[config.mk]
export PLATFORM = sky130hd
export DESIGN_NAME = skid_fifo_slice
export DESIGN_NICKNAME = d
export VERILOG_FILES = /design/src/rtl/skid_fifo_slice.sv
export SDC_FILE = /design/constraint.sdc
export NUM_CORES = 1
export LEC_CHECK = 0
export CAP_MARGIN = 20
export CELL_PAD_IN_SITES_DETAIL_PLACEMENT = 0
export CELL_PAD_IN_SITES_GLOBAL_PLACEMENT = 1
export CORE_MARGIN = 3
export CORE_UTILIZATION = 35
export CTS_CLUSTER_DIAMETER = 100
export DETAILED_ROUTE_END_ITERATION = 8
export GPL_ROUTABILITY_DRIVEN = 0
export HOLD_SLACK_MARGIN = 0.02
export PLACE_DENSITY_LB_ADDON = 0.3
export SETUP_SLACK_MARGIN = 0.3
export SLEW_MARGIN = 20
export SYNTH_ARGS = -nofsm -noshare
export SYNTH_HDL_FRONTEND = slang
export SYNTH_SLANG_ARGS = --single-unit
[constraint.sdc]
create_clock -name clk -period 1.6 [get_ports clk]
set_input_delay 0.32 -clock clk [delete_from_list [all_inputs] [get_ports clk]]
set_output_delay 0.32 -clock clk [all_outputs]
set_load 0.005 [all_outputs]
[src/rtl/skid_fifo_slice.sv]
// Valid/ready skid buffer: DEPTH-entry in-order store with a register-only up_ready.
// MODE 0 forwards upstream straight through when empty; MODE 1 drives downstream only from storage.
module skid_fifo_slice #(
    parameter int DATA_W = 8,
    parameter int DEPTH  = 2,
    parameter int MODE   = 0
) (
    input  logic                       clk,
    input  logic                       rst,
    input  logic [DATA_W-1:0]          up_data,
    input  logic                       up_valid,
    output logic                       up_ready,
    output logic [DATA_W-1:0]          down_data,
    output logic                       down_valid,
    input  logic                       down_ready,
    output logic [$clog2(DEPTH+1)-1:0] count
);

    localparam int CNT_W = $clog2(DEPTH + 1);
    localparam int PTR_W = (DEPTH > 1) ? $clog2(DEPTH) : 1;
    localparam logic [CNT_W-1:0] FULL_CNT = CNT_W'(DEPTH);
    localparam logic [PTR_W-1:0] LAST_PTR = PTR_W'(DEPTH - 1);

    logic [DATA_W-1:0] mem_q [DEPTH];
    logic [DATA_W-1:0] mem_d [DEPTH];
    logic [PTR_W-1:0]  rd_q, rd_d;
    logic [PTR_W-1:0]  wr_q, wr_d;
    logic [CNT_W-1:0]  count_q, count_d;

    logic empty_s;
    logic up_ready_s;
    logic down_valid_s;
    logic accept_s;
    logic send_s;
    logic push_s;
    logic pop_s;

    function automatic logic [PTR_W-1:0] ptr_inc(input logic [PTR_W-1:0] p);
        if (p == LAST_PTR) begin
            return {PTR_W{1'b0}};
        end else begin
            return p + PTR_W'(1);
        end
    endfunction

    // Handshake outputs; up_ready looks only at registered occupancy and rst.
    always_comb begin
        empty_s      = (count_q == {CNT_W{1'b0}});
        up_ready_s   = ~rst & (count_q != FULL_CNT);
        down_valid_s = 1'b0;
        down_data    = {DATA_W{1'b0}};
        if (rst) begin
            down_valid_s = 1'b0;
            down_data    = {DATA_W{1'b0}};
        end else if (MODE == 0) begin
            down_valid_s = ~empty_s | up_valid;
            down_data    = empty_s ? up_data : mem_q[rd_q];
        end else begin
            down_valid_s = ~empty_s;
            down_data    = mem_q[rd_q];
        end
        up_ready   = up_ready_s;
        down_valid = down_valid_s;
        count      = count_q;
    end

    // Push/pop decisions; in MODE 0 an empty buffer with a ready sink lets the beat fly through.
    always_comb begin
        accept_s = up_valid & up_ready_s;
        send_s   = down_valid_s & down_ready;
        push_s   = 1'b0;
        pop_s    = 1'b0;
        if (MODE == 0) begin
            push_s = accept_s & ~(empty_s & down_ready);
            pop_s  = send_s & ~empty_s;
        end else begin
            push_s = accept_s;
            pop_s  = send_s;
        end
    end

    // Next-state for storage, pointers and occupancy.
    always_comb begin
        mem_d   = mem_q;
        rd_d    = rd_q;
        wr_d    = wr_q;
        count_d = count_q;
        if (push_s) begin
            mem_d[wr_q] = up_data;
            wr_d        = ptr_inc(wr_q);
        end else begin
            wr_d = wr_q;
        end
        if (pop_s) begin
            rd_d = ptr_inc(rd_q);
        end else begin
            rd_d = rd_q;
        end
        case ({push_s, pop_s})
            2'b10:   count_d = count_q + CNT_W'(1);
            2'b01:   count_d = count_q - CNT_W'(1);
            default: count_d = count_q;
        endcase
    end

    // State registers; reset also scrubs the payload store so nothing stale can resurface.
    always_ff @(posedge clk or posedge rst) begin
        if (rst) begin
            rd_q    <= {PTR_W{1'b0}};
            wr_q    <= {PTR_W{1'b0}};
            count_q <= {CNT_W{1'b0}};
            for (int i = 0; i < DEPTH; i++) begin
                mem_q[i] <= {DATA_W{1'b0}};
            end
        end else begin
            rd_q    <= rd_d;
            wr_q    <= wr_d;
            count_q <= count_d;
            for (int i = 0; i < DEPTH; i++) begin
                mem_q[i] <= mem_d[i];
            end
        end
    end

endmodule

==> results of run 1 <==
-- worst paths after layout --
path / depth (start not counted) / to
worst max-delay path: 5 / down_valid
worst min-delay path: 4 / mem_q[9]
worst max register to register: 6 / mem_q[3]
worst min register to register: 1 / mem_q[15]
max in group asynchronous: 5 / count[1]
min in group clk: 1 / mem_q[15]
-- worst max-delay path, cell delays in order, from the launching register on --
cell and delay (ns):
dfrtp_2 0.42, or2_4 0.27, buf_12 0.15, nor2_2 0.07
nor2_1 0.04, dlygate4sd2_1 0.25
-- where the power goes --
group	internal (mW)	switching, mW
Combinational	1.13	0.698
Sequential	0.767	0.161
Clock	0.139	0.169
-- kinds of logic after synthesis --
group,Yosys count
XOR/XNOR,5
buffers and inverters,7
flip-flops,20
adder cells (fa/ha/maj),1
AND/OR/NAND/NOR,17
multiplexers,24
AO/OA/AOI/OAI,10
-- through the flow --
stage	setup TNS, ns	total power, mW	hold WS [ns]	instances
after floorplan	0	1.861	0.1854	84
after global placement	-6.761	2.429	0.4865	153
after detailed placement	-7.018	2.491	0.4937	153
after CTS	-1.943	2.988	0.5167	160
after global routing	-5.669	3.264	0.3535	165
final	-3.906	3.065	0.3304	165
-- layout make-up --
| type | count | area, µm² | area share |
|---|---|---|---|
| Timing Repair Buffer | 51 | 494.2 | 0.2852 |
| Sequential cell | 20 | 501.7 | 0.2895 |
| Tap cell | 31 | 38.79 | 0.02238 |
| Clock buffer | 4 | 36.28 | 0.02094 |
| Multi-Input combinational cell | 57 | 650.6 | 0.3755 |
| Inverter | 2 | 11.26 | 0.006498 |
-- synthesized netlist by cell type (2+ instances only) --
cell type and number:
nor2_1 12, a211oi_1 8, inv_1 2, xor2_1 2, xnor2_1 3, mux2i_1 8, mux2_4 8, buf_4 2
dfrtp_1 20, mux2_2 8
-- timing repair --
action,CTS,global route
gates resized for setup,61,8
cloned,1,1
setup endpoints to repair,31,32
hold buffers,0,0
pin swaps,9,4
setup buffers,2,4
-- routing by layer --
layer,share of wire,GRT usage
met1,0.47,0.2167
met4,0.014,0.05573
met5,0,0
met2,0.48,0.2733
met3,0.032,0.04681
-- cells in the final DEF (no fill, tap or decap), types with 3 or more instances in the layout --
cell type / instances
buf_12: 3
nor2_2: 3
buf_6: 7
buf_2: 9
nor2_1: 9
dfrtp_1: 19
mux2i_1: 8
clkbuf_4: 3
a211oi_2: 8
clkdlybuf4s50_1: 10
mux2_4: 16
buf_4: 17
-- flip-flops by register name (all words and copies together) (netlist names) --
register	cells
mem_q	16
count	2
rd_q	1
wr_q	1
==> flow_metrics.py, run 1 <==
metrics = {
    "global_routing": {
        "grt_pass1_wl_um": 4436,
        "grt_max_degree": 14,
        "first_global_vias": 906,
        "gr-total-overflow": 0,
        "grt_use_total": 0.1686,
        "antenna_found_initial": 0,
    },
    "worst_setup_path": {
        "startpoint_type": "register",
        "regToRegSetupSlack_ns": -0.15,
        "crit_path_max_fanout": 9,
        "arrival_ns": 1.51,
        "cp-end-kind": "output pin",
        "required_ns": 1.28,
        "worstSetupStartpoint": "count[1]",
        "reg2reg_from": "count[1]",
        "crit_type": "reg -> out",
    },
    "routing": {
        "drtAntennaViolNets": 0,
        "first_pass_iters": 4,
        "drc_errors": 0,
        "drt-initial-drc-count": 19,
        "via_per_inst": 4.945,
        "vias": 816,
        "routed_wirelength_um": 2697,
        "wire_per_inst_um": 16.35,
    },
    "synth": {
        "synthesis.nets": 97,
        "synth_edf_count": 0,
        "yosys.area.top_type": "dfrtp_1",
        "yosysTopAreaCellShare": 0.4734,
        "synth_cells": 84,
        "async_flop_share": 1.000,
        "yosys.area_share.xor_xnor": 0.04142,
        "ys_top_cells_by_area": "dfrtp_1 47%, mux2_4 11%, mux2_2 8.5%",
        "synthSimpleGateAreaFrac": 0.07929,
        "ys_seq_elements": 20,
        "synth_top_family_by_area": "multiplexers",
        "synth_adder_area_share": 0.01183,
        "synth_ff_type": "dfrtp_1",
        "synth_compound_area_frac": 0.07929,
        "postSynthAreaPerCell_um2": 12.59,
        "synth_cell_types": 21,
        "synthMuxAreaShare": 0.2746,
        "synth_area_um2": 1057,
        "yosysWarnings": 0,
        "ys_seq_area_frac": 0.4734,
    },
    "floorplan": {
        "die_w_um": 60.96,
        "initial_core_util": 0.3737,
        "core_um2": 2829,
        "die_h_um": 60.96,
        "die_area_um2": 3716,
        "io_pins": 24,
        "num_rows": 19,
    },
    "clock_network": {
        "cts_max_level": 1,
        "cts_tree": "yes",
        "cts_root_buf": "clkbuf_4",
        "numCtsBuffers": 3,
        "clk_latency_ns": 0.31,
        "clock-sinks": 20,
        "clock_tree.buffer_depth": 2,
        "clkTransAtPathRegs_ns": 0.12,
    },
    "status": {
        "violations": "negative setup slack",
        "status": "finished, violations left",
    },
    "sta": {
        "fin_crit_sh": 1.143,
        "hold_viol": 0,
        "fmax_ghz": 0.5466,
        "slew_headroom": 0.8574,
        "setup_viol": 28,
        "slew_viol_final": 0,
        "grt_setup_unrepaired": "true",
        "fin_skew_ns": 0.002575,
        "fin_ws_ns": -0.2294,
        "worstMarginPinSlew_ns": 0.2079,
        "fin_crit_ns": 1.829,
    },
    "cells_and_area": {
        "area_delta_synth_final_pct": 63.91,
        "finalNetCount": 148,
        "final_layout_size_suffix_gt1_frac": 0.6045,
        "antenna-diode-count": 0,
        "fillCellCount": 233,
        "final_area_um2": 1733,
        "fin_util": 0.6126,
    },
    "pwr": {
        "ir_drop_v": 0.0008610,
        "powerDensity_nw_per_um2": 1769,
        "leakage_nw": 0.8284,
    },
    "placed_design": {
        "io_buffer_count": 23,
        "dpl-instance-area_um2": 1529,
        "dpl_worst_slack_ns": -0.3701,
        "hpwlAfterDp_um": 1760,
    },
    "hold_path": {
        "hold_path_class": "in -> async",
    },
    "flow_run": {
        "max_cap_viol_count": 0,
    },
}
Power figures use the tool's default switching activity.
==> run 2: changes to the inputs <==
--- a/config.mk
+++ b/config.mk
@@ -14,7 +14,7 @@
 export DETAILED_ROUTE_END_ITERATION = 8
 export GPL_ROUTABILITY_DRIVEN = 0
 export HOLD_SLACK_MARGIN = 0.02
-export PLACE_DENSITY_LB_ADDON = 0.3
+export PLACE_DENSITY_LB_ADDON = 0.1
 export SETUP_SLACK_MARGIN = 0.3
 export SLEW_MARGIN = 20
 export SYNTH_ARGS = -nofsm -noshare
==> run 2 against run 1 <==
The flow still finishes with violations (negative setup slack). Final cell count fell by 2.4%. Critical path depth shrank 1. Global-route usage down 0.30 points. Sequential share of layout area increased by 0.32 points. Combinational power about the same. Cell area fell by 1.1%. First-iteration DRC count is 21% lower. Largest cell class unchanged. Largest power group unchanged. Highest routed layer unchanged.
==> flow_metrics.py, run 2 (synthesis gave the netlist of run 1 again) <==
metrics = {
    "clock_network": {
        "cts_tree": "yes",
        "clock-sinks": 20,
        "numCtsBuffers": 3,
        "clk_latency_ns": 0.32,
        "clock_tree.buffer_depth": 2,
        "ctsHoldBuffers": 0,
        "clkTransAtPathRegs_ns": 0.11,
        "cts_root_buf": "clkbuf_4",
        "cts_max_level": 1,
    },
    "sta": {
        "hold_viol": 0,
        "grt_setup_unrepaired": "true",
        "fmax_ghz": 0.5519,
        "setup_viol": 11,
        "fin_crit_ns": 1.812,
        "slew_headroom": 0.8375,
        "worstMarginPinSlew_ns": 0.2438,
        "slew_viol_final": 0,
        "fin_skew_ns": 0.01250,
        "fin_ws_ns": -0.2119,
        "fin_crit_sh": 1.132,
    },
    "cells_and_area": {
        "final_common_cell": "dfrtp_1",
        "regMostFlops": "mem_q",
        "final_layout_size_suffix_gt1_frac": 0.6231,
        "final_cells": 161,
        "largest_reg_flops": 16,
        "antenna-diode-count": 0,
        "final_cell_mix": "19 x dfrtp_1, 17 x buf_4, 16 x mux2_4",
        "area_delta_synth_final_pct": 62.13,
        "finalNetCount": 144,
        "fin_util": 0.6059,
    },
    "pwr": {
        "leakage_nw": 0.8018,
        "ir_drop_v": 0.0009634,
        "powerDensity_nw_per_um2": 1859,
        "total_power_mw": 3.186,
    },
    "global_routing": {
        "gr-total-overflow": 0,
        "grt_use_total": 0.1656,
        "first_global_vias": 881,
        "grt_pass1_wl_um": 4305,
        "grt_max_degree": 19,
        "antenna_found_initial": 0,
    },
    "floorplan": {
        "initial_core_util": 0.3737,
        "die_h_um": 60.96,
        "num_rows": 19,
        "core_um2": 2829,
        "die_w_um": 60.96,
        "io_pins": 24,
        "die_area_um2": 3716,
    },
    "routing": {
        "first_pass_iters": 3,
        "drtAntennaViolNets": 0,
        "drt-initial-drc-count": 15,
        "wire_per_inst_um": 16.29,
        "via_per_inst": 5.075,
        "routed_wirelength_um": 2622,
        "vias": 817,
        "drc_errors": 0,
    },
    "worst_setup_path": {
        "arrival_ns": 1.49,
        "required_ns": 1.28,
        "crit_type": "reg -> out",
        "reg2reg_depth": 7,
        "startpoint_type": "register",
        "cp-end-kind": "output pin",
        "crit_path_max_fanout": 5,
    },
    "placed_design": {
        "hpwlAfterDp_um": 1649,
        "place_inst": 152,
        "io_buffer_count": 23,
    },
    "status": {
        "status": "finished, violations left",
        "violations": "negative setup slack",
    },
    "hold_path": {
        "hold_path_class": "in -> async",
    },
    "flow_run": {
        "max_cap_viol_count": 0,
    },
}
## run 2: cell count changes in the layout (fill, tap and decap cells not counted), sizes merged
cell / before / now
bufinv: 0 / 1
dlymetal6s2s: 1 / 0
buf: 37 / 34
clkdlybuf4s50: 10 / 11
bufbuf: 0 / 1
clkbuf: 5 / 3
dlygate4sd2: 2 / 1
## run 2: layout make-up
| class | instances | area (µm²) |
|---|---|---|
| clock buffer | 3 | 22.52 |
| multi-input combinational | 57 | 651.9 |
| clock inverter | 1 | 30.03 |
| tap | 31 | 38.79 |
| sequential | 20 | 501.7 |
| timing repair buffer | 47 | 457.9 |
| fill | 239 | 1115 |
| inverter | 2 | 11.26 |
## run 2: repair_timing
action / in CTS / in global routing
buffers inserted: 0 / 2
endpoints found under the setup margin: 31 / 32
pin swaps: 3 / 5
resized for setup: 70 / 2
gates cloned: 3 / 0
## run 2: where the power goes
| part | total (mW) | switching (mW) | internal, mW |
|---|---|---|---|
| Combinational | 1.84 | 0.706 | 1.14 |
| Clock | 0.423 | 0.170 | 0.254 |
| Sequential | 0.919 | 0.153 | 0.767 |
| Total | 3.19 | 1.03 | 2.16 |
## run 2: worst max-delay path: stages, from the launching register on
cell      delay, ns
dfrtp_1        0.41
or2_4          0.31
buf_12         0.15
a211oi_2       0.17
buf_2          0.14
## run 2: routing by layer
metal,GRT usage,wire length [µm],vias up
li1,-,-,390
met1,0.2134,1223,408
met5,0,0,-
met2,0.2595,1251,14
met4,0.06502,42,0
met3,0.05106,105,5
## run 2: final timing paths
| check | from | endpoint | slack [ns] |
|---|---|---|---|
| worst max-delay path | count[0] | down_data[5] | -0.21 |
| worst min-delay path | rst | count[1] | 0.33 |
| worst max register to register | count[0] | count[1] | -0.07 |
| worst min register to register | wr_q | wr_q | 0.51 |
| max in group asynchronous | rst | mem_q[15] | 0.98 |
| min in group clk | wr_q | wr_q | 0.51 |
## run 2: stage by stage
| step | setup TNS [ns] | hold slack, ns | worst slack (ns) | area, µm² |
|---|---|---|---|---|
| 2_1_floorplan | 0 | 0.1854 | 0.007166 | 1124 |
| 3_3_place_gp | -6.859 | 0.4854 | -0.3362 | 1521 |
| 3_5_place_dp | -7.236 | 0.4915 | -0.3436 | 1521 |
| 4_1_cts | -2.134 | 0.3205 | -0.2409 | 1688 |
| 5_1_grt | -2.801 | 0.3249 | -0.3042 | 1714 |
| 6_report | -1.884 | 0.3303 | -0.2119 | 1714 |
==> run 3: changes to the inputs <==
--- a/config.mk
+++ b/config.mk
@@ -8,7 +8,7 @@
 export CAP_MARGIN = 20
 export CELL_PAD_IN_SITES_DETAIL_PLACEMENT = 0
 export CELL_PAD_IN_SITES_GLOBAL_PLACEMENT = 1
-export CORE_MARGIN = 3
+export CORE_MARGIN = 1
 export CORE_UTILIZATION = 35
 export CTS_CLUSTER_DIAMETER = 100
 export DETAILED_ROUTE_END_ITERATION = 8
==> run 3 against run 2 <==
The flow finishes with violations (design-rule violations, negative setup slack). Global-route usage is 0.34 points lower. Highest routed layer unchanged. Count of clock-buffer cells in the layout is the same. Worst setup slack improved by 0.012 ns. Largest power group unchanged. Critical path type unchanged. Cell area increased by 3.5%. Clock power about the same.
==> flow_metrics.py, run 3 (synthesis gave the netlist of run 1 again) <==
metrics = {
    "clock_network": {
        "cts_tree": "yes",
        "numCtsBuffers": 3,
        "clkTransAtPathRegs_ns": 0.13,
        "clock_tree.buffer_depth": 2,
        "ctsHoldBuffers": 0,
        "clk_latency_ns": 0.31,
        "clock-sinks": 20,
        "cts_max_level": 1,
        "cts_root_buf": "clkbuf_4",
    },
    "cells_and_area": {
        "final_layout_size_suffix_gt1_frac": 0.6667,
        "largest_reg_flops": 16,
        "fillCellCount": 238,
        "final_area_um2": 1774,
        "final_cell_mix": "19 x dfrtp_1, 16 x mux2_4, 11 x buf_4",
        "ff_latch_area_um2": 501.7,
        "final_common_cell": "dfrtp_1",
        "multi_input_area_um2": 681.9,
        "area_delta_synth_final_pct": 67.81,
        "antenna-diode-count": 0,
        "finalNetCount": 143,
        "regMostFlops": "mem_q",
    },
    "worst_setup_path": {
        "cp-end-kind": "output pin",
        "crit_path_max_fanout": 9,
        "reg2reg_depth": 7,
        "crit_type": "reg -> out",
        "arrival_ns": 1.48,
        "required_ns": 1.28,
        "startpoint_type": "register",
    },
    "floorplan": {
        "initial_core_util": 0.3769,
        "io_pins": 24,
        "num_rows": 19,
        "die_area_um2": 3244,
        "die_h_um": 56.96,
        "core_um2": 2805,
        "die_w_um": 56.96,
    },
    "pwr": {
        "p_comb_frac": 0.603,
        "leakage_nw": 0.8203,
        "p_clk_frac": 0.125,
        "switching_share": 0.3198,
        "power_switching_mw": 1.088,
        "ir_drop_v": 0.001041,
        "powerDensity_nw_per_um2": 1916,
        "power_frac_seq": 0.273,
        "p_int_mw": 2.313,
    },
    "global_routing": {
        "antenna_found_initial": 0,
        "gr-total-overflow": 0,
        "grt_pass1_wl_um": 3974,
        "first_global_vias": 820,
        "grt_use_total": 0.1622,
        "grt_max_degree": 21,
    },
    "sta": {
        "fin_crit_sh": 1.125,
        "hold-worst-slack_ns": 0.3965,
        "fmax_ghz": 0.5557,
        "worstMarginPinSlew_ns": 0.2596,
        "fin_ws_ns": -0.1997,
        "slew_viol_final": 0,
        "fin_skew_ns": 0.01066,
        "hold_viol": 0,
        "slew_headroom": 0.8269,
        "setup_viol": 10,
        "grt_setup_unrepaired": "true",
        "fin_crit_ns": 1.800,
    },
    "placed_design": {
        "io_buffer_count": 23,
        "dpl-instance-area_um2": 1504,
        "hpwlAfterDp_um": 1495,
    },
    "routing": {
        "drtAntennaViolNets": 0,
        "via_per_inst": 5.131,
        "routed_wirelength_um": 2573,
        "drc_errors": 4,
        "vias": 821,
        "drt-initial-drc-count": 36,
        "wire_per_inst_um": 16.08,
        "first_pass_iters": 6,
    },
    "status": {
        "status": "finished, violations left",
        "violations": "design-rule violations, negative setup slack",
    },
    "flow_run": {
        "max_cap_viol_count": 0,
    },
    "hold_path": {
        "hold_path_class": "in -> async",
    },
}
[run 3: changes by cell type in the layout (fill, tap and decap cells not counted), sizes merged]
cell           delta
clkinv            +1
clkdlybuf4s50     -1
buf               -3
clkbuf            +3
inv               -1
[run 3: through the flow]
step | TNS [ns] | instances | power (mW) | utilization | setup WS, ns
finish | -1.727 | 160 | 3.400 | 0.6325 | -0.1997
global route | -2.620 | 160 | 3.600 | 0.6325 | -0.2852
CTS | -1.885 | 155 | 3.091 | 0.5910 | -0.2503
detailed placement | -6.853 | 148 | 2.474 | 0.5361 | -0.3494
global placement | -6.634 | 148 | 2.444 | 0.5361 | -0.3394
floorplan | 0 | 84 | 1.861 | - | 0.007166
[run 3: power by group through the flow]
stage	registers, mW	logic (mW)	clock network [mW]
floorplan	0.905	0.956	0
global placement	0.906	1.54	0
detailed placement	0.923	1.55	0
CTS	0.923	1.73	0.433
global route	0.957	2.18	0.462
finish	0.927	2.05	0.424
[run 3: path summary, 6_finish.rpt]
kind                       startpoint            to  slack [ns]
hold reg to reg                  wr_q          wr_q        0.51
hold / removal                    rst     mem_q[11]        0.40
min in group clk                 wr_q          wr_q        0.51
max in group asynchronous         rst      count[1]        0.97
setup reg to reg             count[0]      count[1]       -0.13
setup / recovery             count[0]  down_data[4]       -0.20
[run 3: area by class of cell]
type	instances	share of cell area
Clock buffer	3	0.01269
Clock inverter	1	0.01693
Inverter	2	0.009168
Multi-Input combinational cell	57	0.3843
Sequential cell	20	0.2828
Tap cell	31	0.02186
Timing Repair Buffer	46	0.2722
[run 3: routing by layer]
metal / vias up / part of all wire / GRT usage
met2: 16 / 0.47 / 0.2504
met3: 4 / 0.038 / 0.04762
met1: 414 / 0.48 / 0.2153
met4: 0 / 0.012 / 0.06272
met5: - / 0 / 0
li1: 387 / - / -
[run 3: timing repair]
action / in CTS / in global routing
cloned: 1 / 2
resized for setup: 69 / 15
pin swaps: 4 / 4
endpoints found under the hold margin: 0 / 0
setup buffers: 2 / 3
setup endpoints to repair: 31 / 32
[run 3: worst max-delay path: stages (launching register included)]
cell and delay, ns:
dfrtp_1 0.40, or2_4 0.30, clkbuf_16 0.19, nor2_2 0.10, a211oi_2 0.05, buf_2 0.13
